**config.mk**
```make
export PLATFORM = sky130hd
export DESIGN_NAME = ds_window_avg
export DESIGN_NICKNAME = d
export VERILOG_FILES = /design/src/rtl/ds_window_avg.sv
export SDC_FILE = /design/constraint.sdc
export NUM_CORES = 1
export LEC_CHECK = 0
export ABC_AREA = 1
export BUFFER_PORTS_ARGS = -buffer_cell sky130_fd_sc_hd__buf_4
export CAP_MARGIN = 10
export CORE_MARGIN = 10
export CORE_UTILIZATION = 40
export CTS_CLUSTER_DIAMETER = 60
export DETAILED_ROUTE_END_ITERATION = 10
export GPL_TIMING_DRIVEN = 0
export SKIP_LAST_GASP = 1
export SLEW_MARGIN = 30
export SYNTH_ARGS = -nofsm -noshare
export SYNTH_HDL_FRONTEND = slang
export SYNTH_SLANG_ARGS = --single-unit
```
**constraint.sdc**
```tcl
create_clock -name clk -period 4.05 [get_ports clk]
set_input_delay 0.405 -clock clk [delete_from_list [all_inputs] [get_ports clk]]
set_output_delay 0.405 -clock clk [all_outputs]
set_load 0.1 [all_outputs]
```
**src/rtl/ds_window_avg.sv**
```systemverilog
// 2x2 box-filter downsampler: reads four pixels, writes their average.
// Define DS_ROUND_EN for round-half-up averaging; truncates otherwise.
module ds_window_avg #(
  parameter int ADDR_W = 18,
  parameter int DIM_W  = 10
) (
  input  logic              clk,
  input  logic              rst,
  input  logic              start,
  input  logic [ADDR_W-1:0] src_base,
  input  logic [ADDR_W-1:0] dst_base,
  input  logic [DIM_W-1:0]  img_w,
  input  logic [DIM_W-1:0]  img_h,
  input  logic [7:0]        mem_rdata,
  output logic [ADDR_W-1:0] mem_addr,
  output logic              mem_we,
  output logic [7:0]        mem_wdata,
  output logic              busy,
  output logic              done
);

  localparam logic [2:0] IDLE = 3'd0;
  localparam logic [2:0] R0   = 3'd1;
  localparam logic [2:0] R1   = 3'd2;
  localparam logic [2:0] R2   = 3'd3;
  localparam logic [2:0] R3   = 3'd4;
  localparam logic [2:0] R4   = 3'd5;
  localparam logic [2:0] WR   = 3'd6;
  localparam logic [2:0] FIN  = 3'd7;

  logic [2:0]        state_q, state_d;
  logic [ADDR_W-1:0] row_ptr_q, row_ptr_d;
  logic [ADDR_W-1:0] dst_ptr_q, dst_ptr_d;
  logic [DIM_W-1:0]  w_q, w_d;
  logic [DIM_W-1:0]  hw_q, hw_d;
  logic [DIM_W-1:0]  hh_q, hh_d;
  logic [DIM_W-1:0]  col_q, col_d;
  logic [DIM_W-1:0]  row_q, row_d;
  logic [9:0]        acc_q, acc_d;
  logic [ADDR_W-1:0] addr_q, addr_d;
  logic              we_q, we_d;
  logic [7:0]        wdata_q, wdata_d;
  logic              busy_q, busy_d;
  logic              done_q, done_d;

  logic [ADDR_W-1:0] wz;
  logic [ADDR_W-1:0] a00;
  logic [9:0]        sum;
  logic [9:0]        rsum;
  logic [DIM_W-1:0]  col_nx;
  logic [DIM_W-1:0]  row_nx;
  logic              row_end;

  assign wz      = ADDR_W'(w_q);
  assign a00     = row_ptr_q + ADDR_W'(col_q);
  assign sum     = acc_q + {2'b00, mem_rdata};
  assign col_nx  = col_q + DIM_W'(2);
  assign row_nx  = row_q + DIM_W'(1);
  assign row_end = (col_nx >> 1) == hw_q;

`ifdef DS_ROUND_EN
  assign rsum = sum + 10'd2;
`else
  assign rsum = sum;
`endif

  always_comb begin
    state_d   = state_q;
    row_ptr_d = row_ptr_q;
    dst_ptr_d = dst_ptr_q;
    w_d       = w_q;
    hw_d      = hw_q;
    hh_d      = hh_q;
    col_d     = col_q;
    row_d     = row_q;
    acc_d     = acc_q;
    addr_d    = addr_q;
    we_d      = 1'b0;
    wdata_d   = wdata_q;
    busy_d    = busy_q;
    done_d    = 1'b0;
    unique case (state_q)
      IDLE: begin
        if (start) begin
          row_ptr_d = src_base;
          dst_ptr_d = dst_base;
          w_d       = img_w;
          hw_d      = img_w >> 1;
          hh_d      = img_h >> 1;
          col_d     = '0;
          row_d     = '0;
          acc_d     = '0;
          busy_d    = 1'b1;
          if ((img_w >> 1) == '0 || (img_h >> 1) == '0) begin
            state_d = FIN;
          end else begin
            state_d = R0;
            addr_d  = src_base;
          end
        end
      end
      R0: begin
        addr_d  = a00 + ADDR_W'(1);
        state_d = R1;
      end
      R1: begin
        acc_d   = sum;
        addr_d  = a00 + wz;
        state_d = R2;
      end
      R2: begin
        acc_d   = sum;
        addr_d  = a00 + wz + ADDR_W'(1);
        state_d = R3;
      end
      R3: begin
        acc_d   = sum;
        state_d = R4;
      end
      R4: begin
        acc_d   = sum;
        we_d    = 1'b1;
        addr_d  = dst_ptr_q;
        wdata_d = rsum[9:2];
        state_d = WR;
      end
      WR: begin
        col_d     = col_nx;
        dst_ptr_d = dst_ptr_q + ADDR_W'(1);
        // Row pointer steps by two source rows; no multiply needed.
        if (row_end) begin
          col_d     = '0;
          row_ptr_d = row_ptr_q + (wz << 1);
          row_d     = row_nx;
        end
        if (row_end && row_nx == hh_q) begin
          state_d = FIN;
        end else begin
          state_d = R0;
          acc_d   = '0;
          addr_d  = row_ptr_d + ADDR_W'(col_d);
        end
      end
      FIN: begin
        done_d  = 1'b1;
        busy_d  = 1'b0;
        state_d = IDLE;
      end
      default: state_d = IDLE;
    endcase
  end

  always_ff @(negedge clk) begin
    if (rst) begin
      state_q   <= IDLE;
      row_ptr_q <= '0;
      dst_ptr_q <= '0;
      w_q       <= '0;
      hw_q      <= '0;
      hh_q      <= '0;
      col_q     <= '0;
      row_q     <= '0;
      acc_q     <= '0;
      addr_q    <= '0;
      we_q      <= 1'b0;
      wdata_q   <= '0;
      busy_q    <= 1'b0;
      done_q    <= 1'b0;
    end else begin
      state_q   <= state_d;
      row_ptr_q <= row_ptr_d;
      dst_ptr_q <= dst_ptr_d;
      w_q       <= w_d;
      hw_q      <= hw_d;
      hh_q      <= hh_d;
      col_q     <= col_d;
      row_q     <= row_d;
      acc_q     <= acc_d;
      addr_q    <= addr_d;
      we_q      <= we_d;
      wdata_q   <= wdata_d;
      busy_q    <= busy_d;
      done_q    <= done_d;
    end
  end

  assign mem_addr  = addr_q;
  assign mem_we    = we_q;
  assign mem_wdata = wdata_q;
  assign busy      = busy_q;
  assign done      = done_q;

endmodule
```
==> results of run 1 <==
[how the worst max path moves through the flow]
stage	slack, ps	depth (start not counted)	end
global placement	-1690	24	mem_addr[15]
CTS	-30	27	mem_addr[15]
global route	-70	26	mem_addr[7]
floorplan	1	11	acc_q[8]
detailed placement	-1720	24	mem_addr[15]
finish	80	10	mem_addr[9]
[repair_timing]
action	CTS	global route
resized for setup	43	133
endpoints found under the setup margin	30	22
cloned	0	1
setup buffers	11	16
pin swaps	11	37
[sequential cells by signal, indices dropped and copies added (netlist names)]
register,count
w_q,10
mem_addr,18
mem_wdata,8
row_ptr_q,18
row_q,10
acc_q,10
done,1
busy,1
state_q,3
mem_we,1
dst_ptr_q,18
col_q,10
hh_q,9
[through the flow]
step           hold slack, ps  instance area, um2  util (%)  TNS, ps  worst slack (ps)
2_1_floorplan             439               10100         -        0              1.31
3_3_place_gp              454               11200      44.8   -41060             -1690
3_5_place_dp              456               11200      44.8   -43070             -1720
4_1_cts                   462               12500      49.8    -32.8             -32.8
5_1_grt                   481               13100      52.4     -334             -73.1
6_report                  457               13100      52.4        0              80.8
[synthesized netlist by cell type (all sizes together)]
library cell,number
a211oi,8
a21boi,1
a21o,1
a21oi,98
a221oi,8
a22o,1
a311oi,1
a31oi,35
and2,5
and3,1
buf,16
clkbuf,34
clkinv,1
dfxtp,117
fa,5
ha,54
inv,196
nand2,541
nand3,124
nand3b,14
nand4,35
nor2,165
nor3,16
nor3b,1
nor4,6
o2111ai,3
o211a,3
o211ai,8
o21a,4
o21ai,94
o21bai,16
o221ai,4
o22ai,5
o2bb2ai,1
o31ai,3
or2,8
xnor2,15
xnor3,2
xor2,20
[power by group]
part           internal [mW]  total [mW]  switching [mW]
logic                  0.412        1.29           0.875
registers               1.25        1.34          0.0958
clock network           1.04        2.05            1.01
[logic make-up (layout without fill, tap and decap cells)]
group,after synthesis,after routing,synth area share (%)
xor+xnor,37,37,3.50
buf+inv,247,516,9.32
compound gates,294,294,17.0
simple gates,916,916,39.3
fa+ha+maj,59,59,7.69
flops,117,117,23.2
[area by class of cell]
type	count	area, um2
fillers	2601	11900
multi-input cells	1306	7380
flip-flops and latches	117	2360
repair buffers	121	937
inverters	196	759
clock inverters	132	607
clock buffers	17	425
well taps	330	413
plain buffers	50	224
[critical path, delay by kind of cell]
kind	cells	cell delay, ps
simple gates	4	870
compound gates	4	660
buf+inv	2	330
[metal layers]
metal / global-route usage (%) / part of all wire [%] / up-vias
met2: 39.9 / 46 / 481
li1: - / - / 6037
met1: 29.8 / 42 / 5622
met4: 11.0 / 3.7 / 0
met5: 0 / 0 / -
met3: 6.63 / 7.9 / 108
==> run summary, run 1 <==
Setup violations remaining at the end of the flow were counted as 0. The clock latency on the worst-skew pair came out at 470 ps. The worst register-to-register path has a setup slack of 110 ps. The path with the worst hold slack has its endpoint at mem_addr[14]. Summing the sequential cell areas from Yosys gives 23.2% of the chip area.

The net count after synthesis is 1796. The die covers 0.0320 mm2. The number of warnings reported in the yosys synthesis log was 0; the remaining global-route overflow was 0. The number of global-route vias before repair was 11800. The slowest stage of the critical path is the sky130_fd_sc_hd__nor4_2 cell. The first global-routing pass estimated 61.3 mm of wire.

Of all cell types, the one taking the most synthesized area is sky130_fd_sc_hd__dfxtp_1. The largest single stage delay on the critical path is 340 ps. Traced cell by cell, the critical path runs through buf_4, nor4_2, nand2_1, o22ai_2, nand2_1, o21a_1, and3_1, buf_2, o21ai_0, a21oi_1. The data required time of the worst path came out at 2340 ps.

The wire length per cell was 17.8 um. The detailed-route wire length was 40.4 mm. The number of remaining DRC errors is 0, and the worst clock skew on the final layout is 23.0 ps. The top cell types in the final layout, fill and taps aside, are 512 x sky130_fd_sc_hd__nand2_1, 297 x sky130_fd_sc_hd__inv_1, 130 x sky130_fd_sc_hd__nor2_1.

In this run, the number of DRC markers left after iteration 0 of detailed routing was 946. Kind of critical path: primary input to register. TritonCTS built the clock tree.

Static timing analysis puts the maximum clock frequency at 254 MHz. Summed over all cells, the static leakage comes to 6.48 nW. The die is 179 um tall. The tools report the startpoint of the worst-slack reg-to-reg timing path as row_ptr_q[1].

The number of max-capacitance violations reported was 0; the placement row count was 58. After layout, the worst path uses 98.0% of the clock period. In this run the power density over the cells is 357 mW/mm2. The core area was 0.0250 mm2. Cells with a size suffix above 1 make up 17.0% of the layout. The number of cells in the design after placement was 2093.

Detailed placement finished with a half-perimeter wire length of 31.4 mm. The worst setup path is launched from a primary input. The worst setup path is captured at a register. Yosys attributes the largest share of cell area to sky130_fd_sc_hd__dfxtp_1 23%, sky130_fd_sc_hd__nand2_1 20%, sky130_fd_sc_hd__inv_1 6.9%. In the synthesized netlist, the number of instances is 1670. The run finished with clean final reports.

The capture instance of the worst register-to-register path is mem_addr[15]. The worst-case IR drop observed on VDD is 0.282 mV. The H-tree was split into 4 levels. Input and output buffers added on the ports amount to 93. Max-slew violation total from the final report: 0. The library cell used most frequently in the layout, excluding fill and tap cells, is sky130_fd_sc_hd__nand2_1. The die is 179 um wide. The clock drives 117 sinks. In this run the worst path has a maximum fanout of 10.

The run gives 2260 ps as the data arrival time of the worst path. The run gives 0.978 as the weighted congestion reported at the end of routability-driven placement. The buffer depth of the longest clock path is 2, and the combined area of all synthesized cells is 0.0101 mm2.

Dividing the synthesized area by the synthesized cell count gives 6.04 um2. Clock tree synthesis selected as its root buffer the cell sky130_fd_sc_hd__clkbuf_16. The cell count of the worst reg-to-reg path was 20; the number of antenna repair diodes was 0.

Maximum number of pins on one net before global-route repair: 17. The logs give 0 for the number of buffers inserted by hold repair at cts and 0 for the number of antenna violations at the first check in global routing. Clock-pin slew was measured on the worst setup and hold paths at 30 ps.

The number of vias per cell after detailed routing is 5.40, and the time the worst path needs with I/O delays and setup is 3970 ps. Final-report hold violation count: 0. The final route contains 12200 vias.

Tracing the worst setup path back leads to its startpoint at img_w[5]. The startpoint of the lowest-slack hold path was mem_addr[14]. The count of pins on the block boundary was 96. The logs give 36.3% for the remaining max-slew budget at the tightest pin and 24.6% for the global-route usage over all layers. The number of storage elements in the synthesis netlist works out to 117. The share of the synthesized area in the top cell type was 23.2%; the number of distinct standard cells referenced by the synthesized netlist was 57. The final net count was 2052; the starting density of the core was 40.3%. Relative to the synthesized area, the layout overhead comes to 29.9%. The cell count of the worst hold path came out at 2. Once detail routing completed, the nets flagged for antenna violations numbered 0.

Clock tree synthesis inserted a total of 17 buffers. For the pin with the worst max-slew slack, the measured transition is 949 ps. Before antenna repair, the detailed router went through 6 iterations. Counting stages on the worst path, the most repeated cell is sky130_fd_sc_hd__nand2_1. Setup repair after global routing could not meet its margin everywhere. Type of the most critical hold path: register to register. For this run, the number of standard cells in the final layout without fillers is 2269. Total power for the finished layout comes to 4.68 mW.
Note: power is estimated with default switching activity, not from simulation.
==> run 2, diff against run 1 <==
--- a/config.mk
+++ b/config.mk
@@ -9,10 +9,11 @@
 export BUFFER_PORTS_ARGS = -buffer_cell sky130_fd_sc_hd__buf_4
 export CAP_MARGIN = 10
 export CORE_MARGIN = 10
-export CORE_UTILIZATION = 40
+export CORE_UTILIZATION = 55
 export CTS_CLUSTER_DIAMETER = 60
 export DETAILED_ROUTE_END_ITERATION = 10
 export GPL_TIMING_DRIVEN = 0
+export PLACE_DENSITY = 0.78
 export SKIP_LAST_GASP = 1
 export SLEW_MARGIN = 30
 export SYNTH_ARGS = -nofsm -noshare
==> run summary, run 2 (synthesis results as in run 1) <==
The run finished, with violations left. The checks that failed: setup timing. Cell internal power was estimated by the tool at 2.75 mW.

The tools report the final critical-path setup slack as -42.6 ps. Summed over all layers, the routed wires come to 39.3 mm. In this run the standard cell core region covers 0.0180 mm2.

Per report_power, the clock group accounts for 44.0% of the total. Per report_power, the sequential group accounts for 28.7% of the total. For this run, design rule violations remaining after detail routing come to 0.

Entering global routing, the biggest net connects 17 pins. The number of optimization iterations in the first detailed-route pass is 6. The area of the die is 0.0242 mm2, and the chip width is 155 um. The floorplan has 49 rows.

For the final-report setup violation count, the log shows 2. The tools report the startpoint of the worst-slack reg-to-reg timing path as col_q[1]. The total negative slack for setup checks was -73.3 ps. Of the total power, combinational logic draws 27.4%.

The register-to-register setup slack was -40 ps. In this run, CTS created clock tree buffers numbering 17. For the worst flop-to-flop path, the logic depth is 23. The clock net in this run drives a total of 117 sinks. The count of H-tree levels built during CTS came out at 4. The switching share of power is 41.7%.

The final-report hold violation count was 0; the total power draw was 4.71 mW. The fraction of final layout cells with drive strength greater than 1 is 16.1%. The synthesis-to-layout area growth was 28.1%.

In this run the worst path has a maximum fanout of 10. The library cells used most frequently in the layout, excluding fill and tap cells, are 519 x sky130_fd_sc_hd__nand2_1, 298 x sky130_fd_sc_hd__inv_1, 140 x sky130_fd_sc_hd__nor2_1. In this run, the number of DRC markers left after iteration 0 of detailed routing was 1054. The run gives 2056 as the final net count. The number of antenna violations at the first check in global routing is 0.

The logs give -1300 ps for the worst setup timing slack at the placement stage and 244 MHz for the fmax. The tree is rooted in a sky130_fd_sc_hd__clkbuf_16. The maximum vdd drop was 0.333 mV; the max-slew violation total from the final report was 0. Global routing used 31.1% of the available tracks across all layers. The cell area power density is 365 mW/mm2, and the time the worst path needs with I/O delays and setup is 4090 ps. The later pin in the worst-skew pair is clocked with a latency of 480 ps. Buffers placed on the I/O ports in this run total 93. For the worst setup path, the data arrival time is 6410 ps.

The first global-routing pass estimated 60.6 mm of wire. The clock passes through at most 2 buffers. The run gives 34.5% as the remaining max-slew budget at the tightest pin.

The floorplan step set the die height to 155 um. The number of global-route vias before repair came out at 12200. The number of vias per cell after detailed routing was 5.76; the post-layout instance count excluding filler cells was 2172. After detailed placement, the design holds a cell count of 1992. The tools report the net switching power as 1.97 mW. Leaving out fill and tap cells, the most frequent cell in the layout is sky130_fd_sc_hd__nand2_1.

Detailed placement ended at an HPWL of 29.3 mm. For the leakage power of the design, the log shows 6.46 nW. The final worst-path cycle share works out to 101%.

The capture instance of the worst register-to-register path was mem_addr[7]. In this run the most critical hold path is launched from mem_addr[15]. The worst-margin pin slew is 982 ps, and the number of antenna repair diodes is 0. The most critical setup path has its startpoint at col_q[1].

For the remaining global-route overflow, the log shows 0. The worst setup path is launched from a register. The cell count of the worst hold path works out to 2. The worst setup path is captured at a register.

TritonCTS built the clock tree. Dividing the detail-routed wire length by the instance count gives 18.1 um. Data on the critical path is required at its endpoint by 6360 ps.

The share of the core filled with cells was 71.7%; the via count of the routed design was 12500. The run gives 37.4 ps as the worst clock skew on the final layout. The critical path is of the register to register type. Routability-driven placement finished with a final weighted congestion of 0.981. Setup repair after global routing could not meet its margin everywhere.

For the number of nets with antenna violations after routing, the log shows 0. The number of fillers in the final layout was 1574; the count of pins on the block boundary was 96. The initial utilization of the core area, before any placement, comes to 56.0%. The worst hold path endpoint was mem_addr[15].

The number of max-capacitance violations reported is 0. The type of the most critical hold path was register to register. The clock-pin slew reported for the worst setup and hold paths after clock tree synthesis came out at 30 ps.
-- run 2: final cells by class --
type	instances	area, um2	share of cell area, %
multi-input cells	1306	7330	56.7
flip-flops and latches	117	2360	18.3
repair buffers	125	946	7.32
inverters	196	741	5.73
clock inverters	132	613	4.74
clock buffers	17	425	3.29
well taps	229	287	2.22
plain buffers	50	226	1.75
-- run 2: repair_timing --
| action | 4_1_cts | 5_1_grt |
|---|---|---|
| setup buffers | 21 | 11 |
| resized for setup | 35 | 111 |
| pin swaps | 12 | 39 |
| setup endpoints to repair | 16 | 42 |
| hold buffers | 0 | 0 |
| hold endpoints to repair | 0 | 0 |
-- run 2: worst max-delay path by stage --
| stage | end | slack, ps |
|---|---|---|
| 3_3_place_gp | mem_addr[15] | -1270 |
| 4_1_cts | dst_ptr_q[12] | 4 |
| 2_1_floorplan | acc_q[8] | 1 |
| 6_report | mem_addr[7] | -40 |
| 3_5_place_dp | mem_addr[15] | -1300 |
| 5_1_grt | mem_addr[17] | -190 |
-- run 2: per-layer routing --
| layer | vias up | track usage, % | share of wire [%] |
|---|---|---|---|
| li1 | 6034 | - | - |
| met1 | 5674 | 37.5 | 40 |
| met4 | 0 | 16.7 | 4.3 |
| met2 | 668 | 49.6 | 46 |
| met3 | 127 | 8.35 | 9.8 |
| met5 | - | 0 | 0 |
-- run 2: power by group through the flow --
stage / Sequential (mW) / Combinational [mW] / Clock, mW
after detailed placement: 1.36 / 1.14 / 0.176
final: 1.35 / 1.29 / 2.07
after global routing: 1.35 / 1.39 / 2.22
after floorplan: 1.50 / 0.639 / 0.176
after CTS: 1.34 / 1.19 / 2.09
after global placement: 1.35 / 1.13 / 0.176
-- run 2: worst max-delay path, cell delays in order, from the launching register on --
cell and delay, ps:
sky130_fd_sc_hd__dfxtp_4 360, sky130_fd_sc_hd__ha_2 220, sky130_fd_sc_hd__xnor2_1 340, sky130_fd_sc_hd__xor2_2 330, sky130_fd_sc_hd__nor2_2 90, sky130_fd_sc_hd__nand3_2 90, sky130_fd_sc_hd__nor2_4 50, sky130_fd_sc_hd__nand2_4 100
sky130_fd_sc_hd__inv_6 60, sky130_fd_sc_hd__buf_8 140, sky130_fd_sc_hd__nor2_1 200, sky130_fd_sc_hd__ha_1 330, sky130_fd_sc_hd__a21oi_1 180, sky130_fd_sc_hd__nand2_1 90, sky130_fd_sc_hd__nand2_1 110, sky130_fd_sc_hd__nand2_1 80
sky130_fd_sc_hd__a21oi_2 220, sky130_fd_sc_hd__nor2_1 60, sky130_fd_sc_hd__o21ai_0 160, sky130_fd_sc_hd__nand2_1 100, sky130_fd_sc_hd__nor2_2 140, sky130_fd_sc_hd__o2111ai_2 160, sky130_fd_sc_hd__o21ai_1 230, sky130_fd_sc_hd__a21oi_1 90
-- run 2: per-stage QoR --
stage / hold slack (ps) / area, um2
floorplan: 439 / 10100
detailed placement: 456 / 11100
global placement: 453 / 11100
global route: 476 / 12900
CTS: 461 / 12400
finish: 463 / 12900
==> run 3, diff against run 2 <==
--- a/config.mk
+++ b/config.mk
@@ -13,7 +13,7 @@
 export CTS_CLUSTER_DIAMETER = 60
 export DETAILED_ROUTE_END_ITERATION = 10
 export GPL_TIMING_DRIVEN = 0
-export PLACE_DENSITY = 0.78
+export PLACE_DENSITY = 0.8
 export SKIP_LAST_GASP = 1
 export SLEW_MARGIN = 30
 export SYNTH_ARGS = -nofsm -noshare
==> run summary, run 3 (synthesis results as in run 1) <==
The tools report the final critical-path setup slack as 69.1 ps. In this run the power spent charging and discharging nets is 2.01 mW. The post-layout instance count excluding filler cells was 2162. Number of vias per cell after detailed routing: 5.80. TritonCTS built the clock tree.

The HPWL after detailed placement came out at 29.8 mm. In this run, post-CTS hold repair placed 0 buffers. The share of total power dissipated in sequential elements is 29.0%. The worst hold path belongs to the class register to register. For this design the ratio of total power to cell area is 364 mW/mm2. For this configuration, the core starts out at a cell density of 56.0%. The post-route netlist has 15.3% of its cells at a drive strength greater than 1. The die covers 0.0242 mm2.

The largest driver fanout on the critical path works out to 10. The logs give 17 for the maximum number of pins on one net before global-route repair and 60.4 mm for the first-pass GRT wire length. The combined flip-flop and latch cell area was 0.00236 mm2. The run gives 39.5 mm as the detailed-route wire length. Static timing analysis puts the maximum clock frequency at 253 MHz.

For the number of cells in the design after placement, the log shows 1992. The wire length per cell came out at 18.3 um. Number of antenna repair diodes: 0. The number of buffers inserted by port buffering was 93. Setup repair after global routing could not meet its margin everywhere.

Headroom to the max-slew limit came out at 41.9%. At the end of the flow, the number of nets in the layout was 2046. The remaining global-route overflow was 0. Leading cell type in the layout, fill and taps excluded: sky130_fd_sc_hd__nand2_1. The flow ran to the end, and the final reports show no timing, DRC or antenna violations. The worst path needs 3980 ps of the cycle, external delays included. The clock latency on the worst-skew pair was 470 ps; the data arrival time of the worst path was 2260 ps. The die is 155 um wide. The critical path is of the primary input to register type. Relative to the synthesized area, the layout overhead comes to 26.2%.

The region available for standard cell placement spans 0.0180 mm2. Max-slew violation total from the final report: 0. The clock-pin slew reported for the worst setup and hold paths after clock tree synthesis was 40 ps; the final worst-path cycle share was 98.3%. The layout has 1622 filler cells.

In the final layout, the multi-input gates occupy 0.00723 mm2. The number of optimization iterations in the first detailed-route pass was 6; the number of antenna violations at the first check in global routing was 0. At the end of routability-driven placement, the weighted congestion stood at 1.00.

The detail route stage leaves a number of antenna-violating nets equal to 0. For the pin with the worst max-slew slack, the measured transition is 866 ps. The logs give 0 for the number of max-capacitance violations reported and 0 for the final-report setup violation count. Net switching is 43.3% of the power.

Final-report hold violation count: 0. The H-tree was split into 4 levels. The worst setup timing slack at the placement stage is -1550 ps. The design draws 4.63 mW. The kind of capture point of the worst setup path is a register. The tools report the number of remaining DRC errors as 0. Per report_power, the combinational group accounts for 27.2% of the total. Global routing used 31.1% of the available tracks. In this run the clock root is driven by a sky130_fd_sc_hd__clkbuf_16. Pin placement for this block handled 96 I/O pins. The tools report the placement row count as 49.

The tools report the maximum vdd drop as 0.314 mV. The overall die height was 155 um. Startpoint class of the critical path: a primary input. The clock passes through at most 2 buffers. The worst clock skew on the final layout was 28.3 ps. The share of total power dissipated in the clock network is 43.7%. Across all hold checks on the routed design, the worst slack comes to 458 ps. The library cells used most frequently in the layout, excluding fill and tap cells, are 520 x sky130_fd_sc_hd__nand2_1, 299 x sky130_fd_sc_hd__inv_1, 140 x sky130_fd_sc_hd__nor2_1. The design internal power is 2.63 mW. In this run the static leakage power is 6.42 nW.

In this run, CTS created clock tree buffers numbering 17. The number of global-route vias before repair came out at 12100. In this run, the number of DRC markers left after iteration 0 of detailed routing was 1243.

The run gives 117 as the clock sink count. The via count of the routed design was 12500. For the worst setup path, the data required time is 2330 ps.
==> run 3: cell types whose count changed in the layout (fill, tap and decap cells not counted), moves of 4 or more <==
cell	before	now
sky130_fd_sc_hd__buf_4	124	116
sky130_fd_sc_hd__ha_4	12	7
sky130_fd_sc_hd__clkinv_8	0	4
sky130_fd_sc_hd__nand3_1	116	112
sky130_fd_sc_hd__nand3_2	7	11
==> run 3: path summary, 6_finish.rpt <==
path,startpoint,end,slack (ps),cells past startpoint
worst max-delay path,img_h[1],mem_addr[7],70,10
worst min-delay path,mem_addr[16],mem_addr[16],460,2
worst max register to register,col_q[2],mem_addr[15],100,27
worst min register to register,mem_addr[16],mem_addr[16],460,2
==> run 3: layout make-up <==
class	instances	share of cell area [%]
buffer	50	1.77
clock buffer	17	3.34
clock inverter	132	4.78
inverter	196	5.82
multi-input combinational	1306	56.7
sequential	117	18.5
tap	229	2.25
timing repair buffer	115	6.78
==> run 3: power by group through the flow <==
stage                     Clock [mW]  Sequential, mW  Combinational [mW]
after detailed placement       0.176            1.35                1.14
final                           2.03            1.35                1.26
after CTS                       2.03            1.34                1.18
after floorplan                0.176            1.50               0.639
after global placement         0.176            1.35                1.13
after global routing            2.16            1.35                1.36
==> run 3: worst max-delay path, stage by stage <==
cell and delay [ps]:
sky130_fd_sc_hd__buf_4 110, sky130_fd_sc_hd__nor4_1 360, sky130_fd_sc_hd__nand2_1 130, sky130_fd_sc_hd__o22ai_2 260, sky130_fd_sc_hd__nand2_1 140, sky130_fd_sc_hd__o21a_1 160
sky130_fd_sc_hd__and3_1 220, sky130_fd_sc_hd__buf_2 200, sky130_fd_sc_hd__o21ai_1 160, sky130_fd_sc_hd__a21oi_1 100
==> run 3: stage by stage <==
step           utilization [%]  setup TNS (ps)  instance area [um2]
3_5_place_dp              61.5          -32820                11100
6_report                  70.7               0                12700
3_3_place_gp              61.5          -31570                11100
5_1_grt                   70.7            -320                12700
4_1_cts                   68.4           -31.0                12300
2_1_floorplan                -               0                10100
==> run 3: repair_timing <==
item                       CTS  global route
setup buffers               13             9
setup endpoints to repair   17            29
pin swaps                   15            36
resized for setup           39            95
==> run 3: layer usage <==
metal	GRT usage, %	wire length, um	vias to the layer above
met1	38.0	16000	5701
met2	49.1	18000	669
met5	0	0	-
met4	16.8	1960	0
met3	7.94	3600	145
li1	-	-	6027
